==> src/rtl/serial_add_pkg.sv <==
// Shared definitions for the bit-serial adder controller.
// Holds the default operand width and the three-state FSM encoding.
package serial_add_pkg;

    localparam int DEFAULT_WIDTH = 8;

    // FSM encoding kept as plain constants so older code can compare against them directly
    typedef logic [1:0] state_t;

    localparam state_t IDLE = 2'd0;
    localparam state_t RUN  = 2'd1;
    localparam state_t DONE = 2'd2;

endpackage

==> src/rtl/serial_fa_cell.sv <==
// One-bit full adder used as the single arithmetic cell of the serial adder.
// Built from two half-adder stages whose carries are merged with an OR.
module serial_fa_cell (
    input  logic a,
    input  logic b,
    input  logic cin,
    output logic s,
    output logic co
);

    logic ha1_sum;
    logic ha1_carry;
    logic ha2_carry;

    // First half adder combines the operand bits, second folds in the carry
    always_comb begin
        ha1_sum   = a ^ b;
        ha1_carry = a & b;
        s         = ha1_sum ^ cin;
        ha2_carry = ha1_sum & cin;
        co        = ha1_carry | ha2_carry;
    end

endmodule

==> src/rtl/bit_serial_add_ctrl.sv <==
// Bit-serial add controller: accepts an operand pair, walks a single
// full-adder cell over WIDTH cycles LSB first, then holds the result
// until the consumer takes it.
// Optional feature macro: SERIAL_ADD_SUB_EN adds a 'sub' input that turns
// the operation into op_a - op_b (cout=1 meaning no borrow).
module bit_serial_add_ctrl
    import serial_add_pkg::*;
#(
    parameter int WIDTH = DEFAULT_WIDTH
) (
    input  logic             clk,
    input  logic             rst,
    input  logic             start_valid,
    output logic             start_ready,
    input  logic [WIDTH-1:0] op_a,
    input  logic [WIDTH-1:0] op_b,
`ifdef SERIAL_ADD_SUB_EN
    input  logic             sub,
`endif
    output logic             res_valid,
    input  logic             res_ready,
    output logic [WIDTH-1:0] result,
    output logic             cout,
    output logic             busy
);

    localparam int             CW       = $clog2(WIDTH + 1);
    localparam logic [CW-1:0] LAST_BIT = CW'(WIDTH - 1);

    state_t           state;
    logic [WIDTH-1:0] a_sh;
    logic [WIDTH-1:0] b_sh;
    logic [WIDTH-1:0] res_sh;
    logic             carry;
    logic [CW-1:0]    cnt;

    logic             cell_b;
    logic             cell_s;
    logic             cell_co;
    logic             init_carry;

`ifdef SERIAL_ADD_SUB_EN
    logic             sub_q;

    // Remember the operation type for the whole run; it is only sampled on accept
    always_ff @(posedge clk or posedge rst) begin
        if (rst) begin
            sub_q <= 1'b0;
        end else if (state == IDLE && start_valid) begin
            sub_q <= sub;
        end
    end

    // Subtraction feeds inverted B bits and starts with carry=1 (two's complement)
    always_comb begin
        cell_b     = b_sh[0] ^ sub_q;
        init_carry = sub;
    end
`else
    // Add-only build: B goes straight into the cell and the run starts with no carry
    always_comb begin
        cell_b     = b_sh[0];
        init_carry = 1'b0;
    end
`endif

    serial_fa_cell u_cell (
        .a   (a_sh[0]),
        .b   (cell_b),
        .cin (carry),
        .s   (cell_s),
        .co  (cell_co)
    );

    // FSM and datapath: load on accept, one sum bit per RUN cycle, hold in DONE
    always_ff @(posedge clk or posedge rst) begin
        if (rst) begin
            state  <= IDLE;
            a_sh   <= '0;
            b_sh   <= '0;
            res_sh <= '0;
            carry  <= 1'b0;
            cnt    <= '0;
        end else begin
            case (state)
                IDLE: begin
                    if (start_valid) begin
                        a_sh  <= op_a;
                        b_sh  <= op_b;
                        cnt   <= '0;
                        carry <= init_carry;
                        state <= RUN;
                    end
                end
                RUN: begin
                    res_sh <= {cell_s, res_sh[WIDTH-1:1]};
                    a_sh   <= a_sh >> 1;
                    b_sh   <= b_sh >> 1;
                    carry  <= cell_co;
                    cnt    <= cnt + 1'b1;
                    if (cnt == LAST_BIT) begin
                        state <= DONE;
                    end
                end
                DONE: begin
                    if (res_ready) begin
                        state <= IDLE;
                    end
                end
                default: begin
                    state <= IDLE;
                end
            endcase
        end
    end

    // Handshake and status flags come purely from the registered state
    always_comb begin
        start_ready = (state == IDLE);
        res_valid   = (state == DONE);
        busy        = (state != IDLE);
        result      = res_sh;
        cout        = carry;
    end

endmodule

==> config.mk <==
export PLATFORM = sky130hd
export DESIGN_NAME = bit_serial_add_ctrl
export DESIGN_NICKNAME = d
export VERILOG_FILES = /design/src/rtl/serial_add_pkg.sv /design/src/rtl/serial_fa_cell.sv /design/src/rtl/bit_serial_add_ctrl.sv
export SDC_FILE = /design/constraint.sdc
export NUM_CORES = 1
export LEC_CHECK = 0
export BUFFER_PORTS_ARGS = -buffer_cell sky130_fd_sc_hd__buf_2
export CAP_MARGIN = 30
export CELL_PAD_IN_SITES_DETAIL_PLACEMENT = 1
export CELL_PAD_IN_SITES_GLOBAL_PLACEMENT = 2
export CORE_AREA = 2 2 103 55
export DETAILED_ROUTE_END_ITERATION = 12
export DIE_AREA = 0 0 105 57
export GPL_ROUTABILITY_DRIVEN = 0
export PLACE_DENSITY_LB_ADDON = 0.05
export SLEW_MARGIN = 20
export SYNTH_ARGS = -nofsm -noshare
export SYNTH_HDL_FRONTEND = slang
export SYNTH_SLANG_ARGS = --single-unit
==> constraint.sdc <==
create_clock -name clk -period 1.41 [get_ports clk]
set_clock_uncertainty 0.2 [all_clocks]
set_input_delay 0.141 -clock clk [delete_from_list [all_inputs] [get_ports clk]]
set_output_delay 0.141 -clock clk [all_outputs]
set_load 0.01 [all_outputs]
# [Word-level counts from Yosys, hierarchy flattened]
# Cells that the tools add are included.
# W data, S select, Z words.
[word_totals] rom_bits=0 inputBits=20 memories=0 elab_cells=35 register_bits=31 ramBits=0 latch_bits=0
[op_classes] eq_ne=6 n_shift=0 n_lt_le_gt_ge=0 div=0 n_mux=12 n_mul=0 addsub=1 n_reduce_logical=5 bitwise_logic=5
[ops] op="$pmux W8 S2" count=2
[ops] op="$mux W8" count=2
[ops] op="$pmux W4 S2" count=1
[ops] op="$mux W2" count=3
[ops] op="$pmux W2 S3" count=1
[ops] op="$add A4 B1 Y4 const B" count=1
[ops] op="$eq A4 B3 Y1 const B" count=1
[ops] op="$mux W4" count=1
[ops] op="$ne A2 B2 Y1 const B" count=2
[ops] op="$reduce_bool A2 Y1" count=2
[ops] op="$reduce_and A3 Y1" count=1
[ops] op="$and A1 B1 Y1" count=2
[ops] op="$eq A2 B1 Y1 const B" count=1
[ops] op="$eq A2 B2 Y1 const B" count=1
[ops] op="$logic_not A2 Y1" count=1
[ops] op="$ne A2 B1 Y1 const B" count=1
[ops] op="$pmux W1 S2" count=1
[ops] op="$reduce_and A2 Y1" count=1
[ops] op="$xor A1 B1 Y1" count=2
[ops] op="$mux W1" count=1
[ops] op="$or A1 B1 Y1" count=1

# [Depth between registers and ports, before layout]
[logic_depth] depth_word=4 ltp_mapped=5 ltp_nobuf=4

# [By module]
# A second synthesis with hierarchy kept.
[hier_totals] hier_cells=155 area_unflattened_um2=1506.4
[by_module_without_submodules] module="bit_serial_add_ctrl" seq_area_each_um2=775.7 area_per_inst_um2=1486.4 instances=1 cells_per_inst=154
[by_module_without_submodules] module="serial_fa_cell" seq_area_each_um2=0.0 area_per_inst_um2=20.0 instances=1 cells_per_inst=1

# [Least setup slack after synthesis]
# No wires, ideal clock.
[synth_path] path_kind="reg-to-reg" startpoint="reg carry, in the netlist cout" endpoint="reg res_sh[7], in the netlist result[7]" t_required_ns=1.089 arrival_time_ns=1.037 path_buffers=0 setup_ns=0.121 period_less_slack_ns=1.358 path_slack_ns=0.052 stages_incl_launch_ff=4 path_cell_list="dfrtp_1 -> inv_1 -> fa_1 -> o21ai_1"
[synth_between] elab_chain_len=1
[synth_rtl] element="start: declaration" line_no="bit_serial_add_ctrl.sv:34" rtl="logic carry;"
[synth_rtl] element="start signal: assignment" line_no="bit_serial_add_ctrl.sv:91" rtl="carry <= init_carry;"
[synth_rtl] element="start signal: assignment" line_no="bit_serial_add_ctrl.sv:99" rtl="carry <= cell_co;"
[synth_rtl] element="$xor A1 B1 Y1" line_no="serial_fa_cell.sv:19" rtl="s = ha1_sum ^ cin;"
[synth_rtl] element="end signal: assignment" line_no="bit_serial_add_ctrl.sv:96" rtl="res_sh <= {cell_s, res_sh[WIDTH-1:1]};"
[synth_rtl] element="end: declaration" line_no="bit_serial_add_ctrl.sv:33" rtl="logic [WIDTH-1:0] res_sh;"
# No other way between the ends.
# A chain may end at the register's enable or synchronous reset.

# [Final worst setup path]
[layout_path] startpoint="reg state[1]" endpoint="out start_ready"
[layout_between] elab_chain_len=1
[layout_rtl] element="start: declaration" line_no="bit_serial_add_ctrl.sv:30" rtl="state_t state;"
[layout_rtl] element="start signal: assignment" line_no="bit_serial_add_ctrl.sv:78" rtl="state <= IDLE;"
[layout_rtl] element="start signal: assignment" line_no="bit_serial_add_ctrl.sv:92" rtl="state <= RUN;"
[layout_rtl] element="start signal: assignment" line_no="bit_serial_add_ctrl.sv:102" rtl="state <= DONE;"
[layout_rtl] element="$logic_not A2 Y1" line_no="bit_serial_add_ctrl.sv:119" rtl="start_ready = (state == IDLE);"
[layout_rtl] element="end: declaration" line_no="bit_serial_add_ctrl.sv:14" rtl="output logic start_ready,"
# No other way between the ends.

==> impl_results.rst <==
.. list-table::
   :header-rows: 1

   * - Metric
     - Value
   * - Outcome
     - complete, but fails checks
   * - Failing checks
     - negative setup slack
   * - Remaining DRCs
     - 0
   * - Synthesized Nets
     - 171
   * - Clock period minus final worst setup slack
     - 1550 ps
   * - Depth of the worst hold-timing path
     - 4
   * - Synth top cells by count
     - 41 x sky130_fd_sc_hd__nand2_1, 31 x sky130_fd_sc_hd__dfrtp_1, 17 x sky130_fd_sc_hd__o21ai_1
   * - Number of synthesized flops with an enable pin
     - 0
   * - Maximum vdd drop
     - 0.651 mV
   * - Critical path class
     - reg2out
   * - Die ar.
     - 5990 um^2
   * - Vias
     - 1279
   * - Number of synthesized register bits
     - 31
   * - Most frequent cell after synthesis
     - sky130_fd_sc_hd__nand2_1
   * - Critical path data required time
     - 1070 ps
   * - Global-route wire length before repair
     - 6940 um
   * - Post-synthesis compound-gate area fraction
     - 0.179
   * - Number of antenna violations at the first check in global routing
     - 0
   * - Type of destination of the critical path
     - output port
   * - Count of distinct cell types in the synthesized netlist
     - 25
   * - Register Area
     - 776 um^2
   * - Clock tree sinks
     - 31
   * - Hold slack final
     - 59.1 ps
   * - Cell area power density
     - 1840 nW/um^2
   * - CTS tree
     - built
   * - Ratio of routed vias to standard cells
     - 4.46
   * - Initial detailed-routing violation count
     - 26
   * - Clock-pin slew of the registers on the worst-case setup and hold paths
     - 70 ps
   * - Main synth FF type
     - sky130_fd_sc_hd__dfrtp_1
   * - Area share of the largest cell type after synthesis
     - 0.546
   * - Simple logic cell fraction of the synthesized area
     - 0.183
   * - Delay contributed by the slowest stage of the critical path
     - 410 ps
   * - Total detailed-routing wirelength
     - 4170 um
   * - Number of detailed-route iterations in the first pass
     - 3
   * - Yosys warning count
     - 0
   * - Number of instances in the synthesized netlist
     - 149
   * - Clock buffers created by TritonCTS
     - 5
   * - Number of hold violations in the final report
     - 0
   * - Critical path peak fanout
     - 2
   * - Endpoint arrival time on the critical path
     - 1210 ps
   * - Min-Delay Path Class
     - in2reg
   * - Area contributors post-synth
     - sky130_fd_sc_hd__dfrtp_1 55%, sky130_fd_sc_hd__nand2_1 11%, sky130_fd_sc_hd__o21ai_1 6.0%, sky130_fd_sc_hd__a22oi_1 5.8%, sky130_fd_sc_hd__a21oi_1 2.5%
   * - Count of inserted antenna diode cells
     - 0
   * - Proportion of layout cells with a drive suffix above 1
     - 0.416
   * - Fraction of registers with async set/reset
     - 1.00
   * - Slew Viols, Final
     - 0
   * - Area of combinational cells with multiple inputs
     - 663 um^2
   * - Total track usage
     - 0.152
   * - Number of buffers between clock root and the deepest sink
     - 2
   * - Mux cell area share after synthesis
     - 0.00792
   * - Fill count
     - 631
   * - Sequential cell area fraction in the yosys report
     - 0.546
   * - Level count of the clock H-tree
     - 2
   * - Clk Latency, worst-skew pair
     - 280 ps
   * - Max-cap violations
     - 0
   * - Period Utilization, post-route
     - 1.10
   * - Via count of the first global-routing pass
     - 1422
   * - Area leader, netlist
     - sky130_fd_sc_hd__dfrtp_1
   * - Root buffer cell
     - sky130_fd_sc_hd__clkbuf_8
   * - Critical Path Start Type
     - flip-flop
   * - Final setup fails
     - 12
   * - Xor and xnor fraction of the mapped netlist area
     - 0
   * - Port Buffers
     - 31
   * - Post-layout instance area
     - 2160 um^2
   * - Post-synthesis instance area
     - 1420 um^2
   * - Initial core utilization
     - 0.274
   * - Total leakage power
     - 0.00105 uW
   * - Setup slack of the critical path after layout
     - -145 ps
   * - Total negative setup slack
     - -499 ps
   * - Dominant combinational cell family by area after synthesis
     - simple AND/OR/NAND/NOR gates
   * - GRT overflow
     - 0
   * - Number of antenna-violating nets in the routed design
     - 0
   * - Count of standard-cell rows
     - 19
   * - Average cell area after synthesis
     - 9.54 um^2
   * - Maximum number of pins on one net before global-route repair
     - 32
   * - Most common cell type on the critical path
     - sky130_fd_sc_hd__buf_6
   * - Slew Limit Headroom
     - 0.724
   * - Post-Place Cell Area
     - 1710 um^2
   * - Core ar.
     - 5180 um^2
   * - Synth-to-layout area growth
     - 52.2%
   * - Cell at the slowest stage of the critical path
     - sky130_fd_sc_hd__dfrtp_1
   * - R2r worst-path depth
     - 4
   * - List of cells traversed by the critical path
     - buf_6 -> or2_4 -> inv_2 -> buf_6
   * - Nets
     - 236
   * - Die extent in x
     - 105 um
   * - WL/cell
     - 14.5 um
   * - Setup repair after global routing missed its margin
     - yes
   * - Fin util
     - 0.417
   * - Synthesized-area fraction occupied by adder cells
     - 0.0229
   * - Sum of net half-perimeters after detailed placement
     - 2650 um
   * - Die height
     - 57 um
   * - Actual transition at the worst max-transition pin
     - 414 ps
   * - Top-Level Pins
     - 32
   * - Maximum clock frequency
     - 643 MHz
==> repair_timing <==
| item | in CTS | in global routing |
|---|---|---|
| hold buffers | 14 | 0 |
| cloned | 2 | 0 |
| endpoints found under the hold margin | 44 | 0 |
| setup endpoints to repair | 22 | 25 |
| pin swaps | 3 | 17 |
| gates resized for setup | 18 | 31 |
| buffers inserted | 6 | 4 |
==> cells by family (layout without fill, tap and decap cells) <==
family | after synthesis | count (layout)
AND/OR/NAND/NOR | 57 | 57
adder cells (fa/ha/maj) | 2 | 2
multiplexers | 1 | 1
buffers and inverters | 16 | 81
flip-flops | 31 | 31
AO/OA/AOI/OAI | 42 | 42
==> through the flow <==
step	total power, uW	setup slack [ps]	std cells
after global placement	2790	-42.6	255
final	3980	-145	287
after detailed placement	2860	-75.9	255
after global routing	4290	-180	287
after CTS	3840	-141	284
after floorplan	2340	52.0	149
==> cells in the final DEF, fill, tap and decap left out, drive strengths merged, types with 2 or more instances in the layout <==
| cell | count |
|---|---|
| a21oi | 7 |
| buf | 54 |
| nor2b | 4 |
| clkbuf | 6 |
| and3b | 4 |
| and2b | 2 |
| a22o | 3 |
| inv | 6 |
| nor2 | 2 |
| dfrtp | 31 |
| nand2 | 41 |
| a22oi | 11 |
| o21ai | 19 |
| dlygate4sd3 | 14 |
==> where the power goes <==
group,leakage (uW),internal (uW),switching [uW]
registers,0.000402,1240,262
clock network,0.0000470,383,333
logic,0.000596,879,881
total,0.00105,2500,1480
==> area by class of cell <==
type,count,area share
timing repair buffer,68,0.242
clock inverter,1,0.00231
sequential,31,0.359
inverter,6,0.0104
tap,73,0.0422
clock buffer,6,0.0382
multi-input combinational,102,0.307
==> flip-flops by register name, summed over array words and instances, names as in the netlist <==
name / flops
result: 8
cout: 1
a_sh: 8
b_sh: 8
cnt: 4
state: 2
==> final timing paths <==
kind,from,end,slack (ps)
max in group asynchronous,rst,result[0],410
setup reg to reg,state[1],cnt[1],-30
setup / recovery,state[1],start_ready,-140
hold / removal,op_b[3],b_sh[3],60
hold reg to reg,result[0],result[0],280
min in group asynchronous,rst,result[7],300
==> worst max-delay path: cells and delay by family (launching register included) <==
kind / cells / cell delay [ps]
DFF: 1 / 410
buffers and inverters: 3 / 280
and+or+nand+nor: 1 / 250
==> metal layers <==
metal / vias up / routed length [um] / track usage
met1: 624 / 2140 / 0.202
met4: 0 / 33 / 0.0514
met5: - / 0 / 0
li1: 633 / - / -
met3: 4 / 130 / 0.0389
met2: 18 / 1860 / 0.245
(Power assumes the default switching activity.)
